`config.mk`:
```
export PLATFORM = sky130hd
export DESIGN_NAME = ladder_step_counter
export DESIGN_NICKNAME = d
export VERILOG_FILES = /design/src/rtl/ladder_step_counter.sv
export SDC_FILE = /design/constraint.sdc
export NUM_CORES = 1
export LEC_CHECK = 0
export CORE_UTILIZATION = 49
export CTS_BUF_LIST = sky130_fd_sc_hd__clkbuf_8
export DETAILED_ROUTE_END_ITERATION = 6
export HOLD_SLACK_MARGIN = 0.15
export PLACE_DENSITY = 0.84
export SKIP_CTS_REPAIR_TIMING = 1
export SLEW_MARGIN = 10
export SYNTH_ARGS = -nofsm -noshare
export SYNTH_HDL_FRONTEND = slang
export SYNTH_SLANG_ARGS = --single-unit
```
`constraint.sdc`:
```
create_clock -name clk -period 2.4 [get_ports clk]
set_input_delay 0.36 -clock clk [delete_from_list [all_inputs] [get_ports clk]]
set_output_delay 0.36 -clock clk [all_outputs]
set_load 0.02 [all_outputs]
```
`src/rtl/ladder_step_counter.sv`:
```
// Up/down step counter with wrap, saturate and ping-pong modes.
// All outputs are registered; dir_o is the ping-pong FSM state.
module ladder_step_counter #(
  parameter int WIDTH     = 4,
  parameter int DELTA_W   = 3,
  parameter int RESET_VAL = 0
) (
  input  logic               clk,
  input  logic               resetn,
  input  logic               en,
  input  logic               load,
  input  logic [WIDTH-1:0]   load_val,
  input  logic [DELTA_W-1:0] delta,
  input  logic [1:0]         mode,
  output logic [WIDTH-1:0]   count,
  output logic               dir_o,
  output logic               wrap_p,
  output logic               sat_o
);

  typedef enum logic {
    UP   = 1'b0,
    DOWN = 1'b1
  } dir_t;

  localparam logic [WIDTH-1:0] RESET_CNT = WIDTH'(RESET_VAL);
  localparam logic [WIDTH:0]   MAX_EXT   = {1'b0, {WIDTH{1'b1}}};

  dir_t           state, next_state;
  logic [WIDTH-1:0] next_count;
  logic           next_wrap, next_sat;
  logic [WIDTH:0] delta_ext, sum_ext, diff_ext;

  // One extra bit: sum carry means overflow, difference MSB means borrow.
  always_comb begin
    delta_ext = (WIDTH+1)'(delta);
    sum_ext   = {1'b0, count} + delta_ext;
    diff_ext  = {1'b0, count} - delta_ext;
  end

  // A zero step is a full no-op in every mode, including the direction state.
  always_comb begin
    next_count = count;
    next_state = state;
    next_wrap  = 1'b0;
    next_sat   = 1'b0;
    if (load) begin
      next_count = load_val;
    end else if (en && (delta_ext != '0)) begin
      case (mode)
        2'b00: begin
          next_count = sum_ext[WIDTH-1:0];
          next_wrap  = sum_ext[WIDTH];
          next_state = UP;
        end
        2'b01: begin
          next_count = diff_ext[WIDTH-1:0];
          next_wrap  = diff_ext[WIDTH];
          next_state = UP;
        end
        2'b10: begin
          next_state = UP;
          if (sum_ext > MAX_EXT) begin
            next_count = MAX_EXT[WIDTH-1:0];
            next_sat   = 1'b1;
          end else begin
            next_count = sum_ext[WIDTH-1:0];
          end
        end
        2'b11: begin
          if (state == UP) begin
            if (sum_ext >= MAX_EXT) begin
              next_count = MAX_EXT[WIDTH-1:0];
              next_state = DOWN;
              next_wrap  = 1'b1;
            end else begin
              next_count = sum_ext[WIDTH-1:0];
            end
          end else begin
            if (delta_ext >= {1'b0, count}) begin
              next_count = '0;
              next_state = UP;
              next_wrap  = 1'b1;
            end else begin
              next_count = diff_ext[WIDTH-1:0];
            end
          end
        end
        default: begin
          next_count = count;
        end
      endcase
    end
  end

  always_ff @(posedge clk or negedge resetn) begin
    if (!resetn) begin
      count  <= RESET_CNT;
      state  <= UP;
      wrap_p <= 1'b0;
      sat_o  <= 1'b0;
    end else begin
      count  <= next_count;
      state  <= next_state;
      wrap_p <= next_wrap;
      sat_o  <= next_sat;
    end
  end

  assign dir_o = state;

endmodule
```
==> results of run 1 <==
## kinds of logic after synthesis
group,after synthesis,synth area share
muxes,1,0.01478
AOI/OAI and AO/OA,27,0.2611
and+or+nand+nor,33,0.2480
buffers and inverters,12,0.07225
xor gates and xnor gates,2,0.02299
adders and majority gates,8,0.1511
DFF,7,0.2299
## state kept, by name, indices dropped and copies added, names as in the netlist
register  count
count         4
dir_o         1
sat_o         1
wrap_p        1
## area by class of cell
class                      instances  area [um^2]
fill                              92        270.3
inverter                           6        22.52
timing repair buffer              32        287.8
multi-input combinational         71        546.8
tap                               15        18.77
clock inverter                     1        3.754
sequential                         7        175.2
clock buffer                       3        41.29
## cell usage in the layout (no fill, tap or decap), types with 3 or more instances in the layout
cell type        Yosys  layout
nand2_1              7       7
inv_1                6       7
a21oi_1              6       6
clkdlybuf4s50_1      0      19
nor2b_1              3       3
and3b_1              3       3
dfrtp_1              7       7
nand2b_1             3       3
nor3_1               4       4
ha_1                 6       6
buf_4                0      13
o21ai_0              5       5
clkbuf_8             0       3
nor2_1               5       5
## synthesized netlist by cell type (2+ instances only)
library cell  count
a211o_1           2
nor2_1            5
nor3_1            4
nand2_1           7
nor2b_1           3
dfrtp_1           7
inv_1             6
nand2b_1          3
a21oi_1           6
clkbuf_1          2
o21ai_0           5
o21ai_2           2
ha_1              6
buf_2             2
and3b_1           3
xnor2_1           2
fa_1              2
## critical path: cells and delay by family
kind	cells	cell delay [ns]
buf+inv	1	0.43
compound gates	2	0.29
simple gates	2	0.65
fa+ha+maj	2	0.74
## stage by stage
step,TNS [ns],setup slack [ns],util
4_1_cts,0,0.08059,0.7912
3_3_place_gp,-0.3303,-0.1061,0.7582
5_1_grt,0,0.01757,0.8022
2_1_floorplan,0,0.2683,-
6_report,0,0.08741,0.8022
3_5_place_dp,-0.5725,-0.1492,0.7582
## metal layers
layer  global-route usage  vias to the layer above  wire, um
li1                     -                      389         -
met1               0.3122                      386       861
met2               0.4531                       44      1122
met3              0.08696                        4       189
met4              0.03871                        0        14
met5                    0                        -         0
## power by group
group | internal (uW) | total (uW) | switching, uW | leakage [uW]
Sequential | 131 | 153 | 22.3 | 0.0000894
Combinational | 152 | 300 | 149 | 0.000385
Clock | 111 | 167 | 55.7 | 0.0000269
## path summary, 6_finish.rpt
path	cells after the start	to	from
hold / removal	1	wrap_p	resetn
min in group clk	2	dir_o	dir_o
max in group asynchronous	1	count[2]	resetn
hold reg to reg	2	dir_o	dir_o
setup reg to reg	6	wrap_p	count[0]
setup / recovery	7	wrap_p	delta[0]
==> flow_summary.toml, run 1 <==
[logic_synthesis]
yosys.area.top_type = "dfrtp_1"
synth.distinct_cells = 40
synth_top_cells_by_area = "dfrtp_1 (23%), ha_1 (9.9%), fa_1 (5.3%)"
netlist_area_um2 = 762.0
ys_seq_elements = 7
async_flop_share = 1.000
yosysTopAreaCellShare = 0.2299
ys_seq_area_frac = 0.2299
syn_nets = 111
synthCells = 90
ys.flop_type = "dfrtp_1"
synth_edf_count = 0
yosys_warnings = 0
synth_area_per_cell_um2 = 8.466

[setup_path]
critPathLaunchType = "primary input"
crit_path_max_incr_delay_ns = 0.50
r2r_setup_slack_ns = 0.27
critPathCaptureType = "flop"
critPathMaxFanout = 2
path_class = "in2reg"
cp.arrival_ns = 2.48
critical_path.cell_chain = "clkdlybuf4s50_1, ha_1, fa_1, nor2b_1, or4bb_1, a31o_1, o21ai_2"
critPathSlowestCell = "fa_1"
required_ns = 2.56

[clock_network]
clock_latency_ns = 0.23
cts.path.max_buffers = 2
path_clk_slew_ns = 0.04
cts_max_level = 1
cts_tree = "yes"
cts.sink_count = 7
cts_buffers = 3
clockRootBuffer = "clkbuf_8"

[sta]
fin_crit_ns = 2.313
hold_slack_ns = 0.3888
worst_slew_pin_slew_ns = 0.4118
clock_skew_ns = 0.005762
period_share = 0.9636
rsz0062_at_grt = "false"
finalSetupViolCount = 0
fmaxAchievable_mhz = 432.4
slew_viol_final = 0
max_slew_margin = 0.7184
final_hold_viol_count = 0

[pwr]
ir_drop_mv = 0.5488
power_uw = 620.0
powerDensity_nw_per_um2 = 565.7
power_leakage_uw = 0.0005015

[final_layout]
fin_area_um2 = 1096
area_growth_pct = 43.84
nets = 142
finish.cell_count_without_fillers = 135
antenna_cells = 0
drive_gt1_frac = 0.1917

[worst_hold_path]
hp-class = "in2async"

[die]
design.core.area_um2 = 1366
rows = 13
die-height_um = 41.44
start_util = 0.5577
dieArea_um2 = 1717
dieWidth_um = 41.44
ioPinCount = 20

[grt]
grt_pass1_wl_mm = 3.429
overflow = 0
antenna_found_initial = 0
grt_start_max_net_pins = 14
grtUsageTotal = 0.2589
grt_pass1_vias = 783

[routing]
vias = 823
drc = 0
viasPerCell = 6.096
firstDrtPassIters = 5
finalWirelength_mm = 2.188
final_antenna_net_count = 0
initialDrtViolationCount = 22
post_drt_wl_per_cell_um = 16.21

[run_status]
status = "complete, no violations"

[place]
dp.cells = 131
gp_congestion = 0.9152
place.detailed.hpwl_mm = 1.684
postPlaceCellArea_um2 = 1036
port_buffers = 19

[flow_run]
cap_viol_max_count = 0
Power figures use the tool's default switching activity.
==> run 2: changes to the inputs <==
Settings changed: PLACE_DENSITY 0.84 to 0.92.
==> run 2 against run 1 <==
Net effect:
- sequential power is essentially flat
- hold slack gained 0.020 ns
- non-clock buffer count grew 1
- count of clock-buffer cells in the layout is the same
- critical path type unchanged
- die area is the same
- final cell count grew 0.74%
- cell area grew 1.3%
- sequential share of layout area shrank 0.20 points
==> flow_summary.toml, run 2 (synthesized netlist as in run 1, its figures left out) <==
[run_status]
status = "complete, no violations"

[setup_path]
critPathCaptureType = "flop"
required_ns = 2.55
r2r_end = "wrap_p"
critPathMaxFanout = 2
critPathLaunchType = "primary input"
r2r_cells = 6
endpoint = "wrap_p"
cp-startpoint = "delta[0]"
path_class = "in2reg"
cp.arrival_ns = 2.46
regToRegStartpoint = "count[0]"
r2r_setup_slack_ns = 0.29

[grt]
grt_start_max_net_pins = 14
grt_pass1_wl_mm = 3.995
antenna_found_initial = 0
grt_pass1_vias = 877
grtUsageTotal = 0.3100
overflow = 0

[clock_network]
cts_tree = "yes"
cts.path.max_buffers = 2
clock_latency_ns = 0.23
cts.sink_count = 7
cts_max_level = 1
cts_buffers = 3
clockRootBuffer = "clkbuf_8"
path_clk_slew_ns = 0.04

[final_layout]
fill_cells = 74
regMostFlops = "count"
fin_area_um2 = 1110
final_common_cell = "clkdlybuf4s50_1"
drive_gt1_frac = 0.2231
final_cell_mix = "clkdlybuf4s50_1 (19), buf_4 (14), inv_1 (7), nand2_1 (7), dfrtp_1 (7)"
final_util = 0.8123
nets = 143
largest_register_ffs = 4
finish.cell_count_without_fillers = 136
area_growth_pct = 45.65
antenna_cells = 0

[routing]
post_drt_wl_per_cell_um = 18.69
finalWirelength_mm = 2.542
drc = 0
viasPerCell = 6.404
final_antenna_net_count = 0
firstDrtPassIters = 4
vias = 871
initialDrtViolationCount = 45

[place]
postPlaceCellArea_um2 = 1044
place.detailed.hpwl_mm = 1.890
gp_congestion = 0.9240
port_buffers = 19
dp.cells = 132

[sta]
fin_crit_ns = 2.303
rsz0062_at_grt = "true"
slew_viol_final = 0
finalSetupViolCount = 0
period_share = 0.9596
final_hold_viol_count = 0
clock_skew_ns = 0.002477
hold_slack_ns = 0.4089
max_slew_margin = 0.7431
worst_slew_pin_slew_ns = 0.3854
fmaxAchievable_mhz = 434.2

[die]
dieArea_um2 = 1717
dieWidth_um = 41.44
rows = 13
design.core.area_um2 = 1366
ioPinCount = 20
start_util = 0.5577
die-height_um = 41.44

[pwr]
ir_drop_mv = 0.4432
powerDensity_nw_per_um2 = 571.2
power_uw = 634.0
power_leakage_uw = 0.0005021

[worst_hold_path]
hp-class = "in2async"

[flow_run]
cap_viol_max_count = 0
[run 2: power by group]
part           switching (uW)  total (uW)  internal, uW
combinational             158         314           156
clock                    56.2         167           111
sequential               22.7         153           131
[run 2: worst min-delay path by stage]
stage,to,depth (start not counted)
after global placement,dir_o,2
after global routing,count[1],1
after CTS,wrap_p,1
after floorplan,count[0],0
after detailed placement,dir_o,2
final,wrap_p,1
[run 2: routing by layer]
metal | GRT usage | wire, um | up-vias
li1 | - | - | 390
met3 | 0.09130 | 267 | 8
met4 | 0.1226 | 87 | 0
met1 | 0.3589 | 898 | 413
met2 | 0.5313 | 1289 | 60
met5 | 0 | 0 | -
[run 2: through the flow]
stage	setup slack (ns)	TNS, ns
after detailed placement	-0.2327	-0.7693
after global routing	0.0002547	0
after global placement	-0.08850	-0.2277
after CTS	-0.02426	-0.04678
final	0.09695	0
after floorplan	0.2683	0
[run 2: critical path: stages]
cell             delay, ns
clkdlybuf4s50_1       0.45
ha_2                  0.22
fa_1                  0.50
nor2b_2               0.15
or4bb_1               0.49
a31o_1                0.22
o21ai_2               0.07
[run 2: final cells by class]
type | count | area (um^2) | area share
repair buffers | 33 | 295.3 | 0.2661
clock buffers | 3 | 41.29 | 0.03720
clock inverters | 1 | 3.754 | 0.003382
multi-input cells | 71 | 553.0 | 0.4983
well taps | 15 | 18.77 | 0.01691
flip-flops and latches | 7 | 175.2 | 0.1578
inverters | 6 | 22.52 | 0.02029
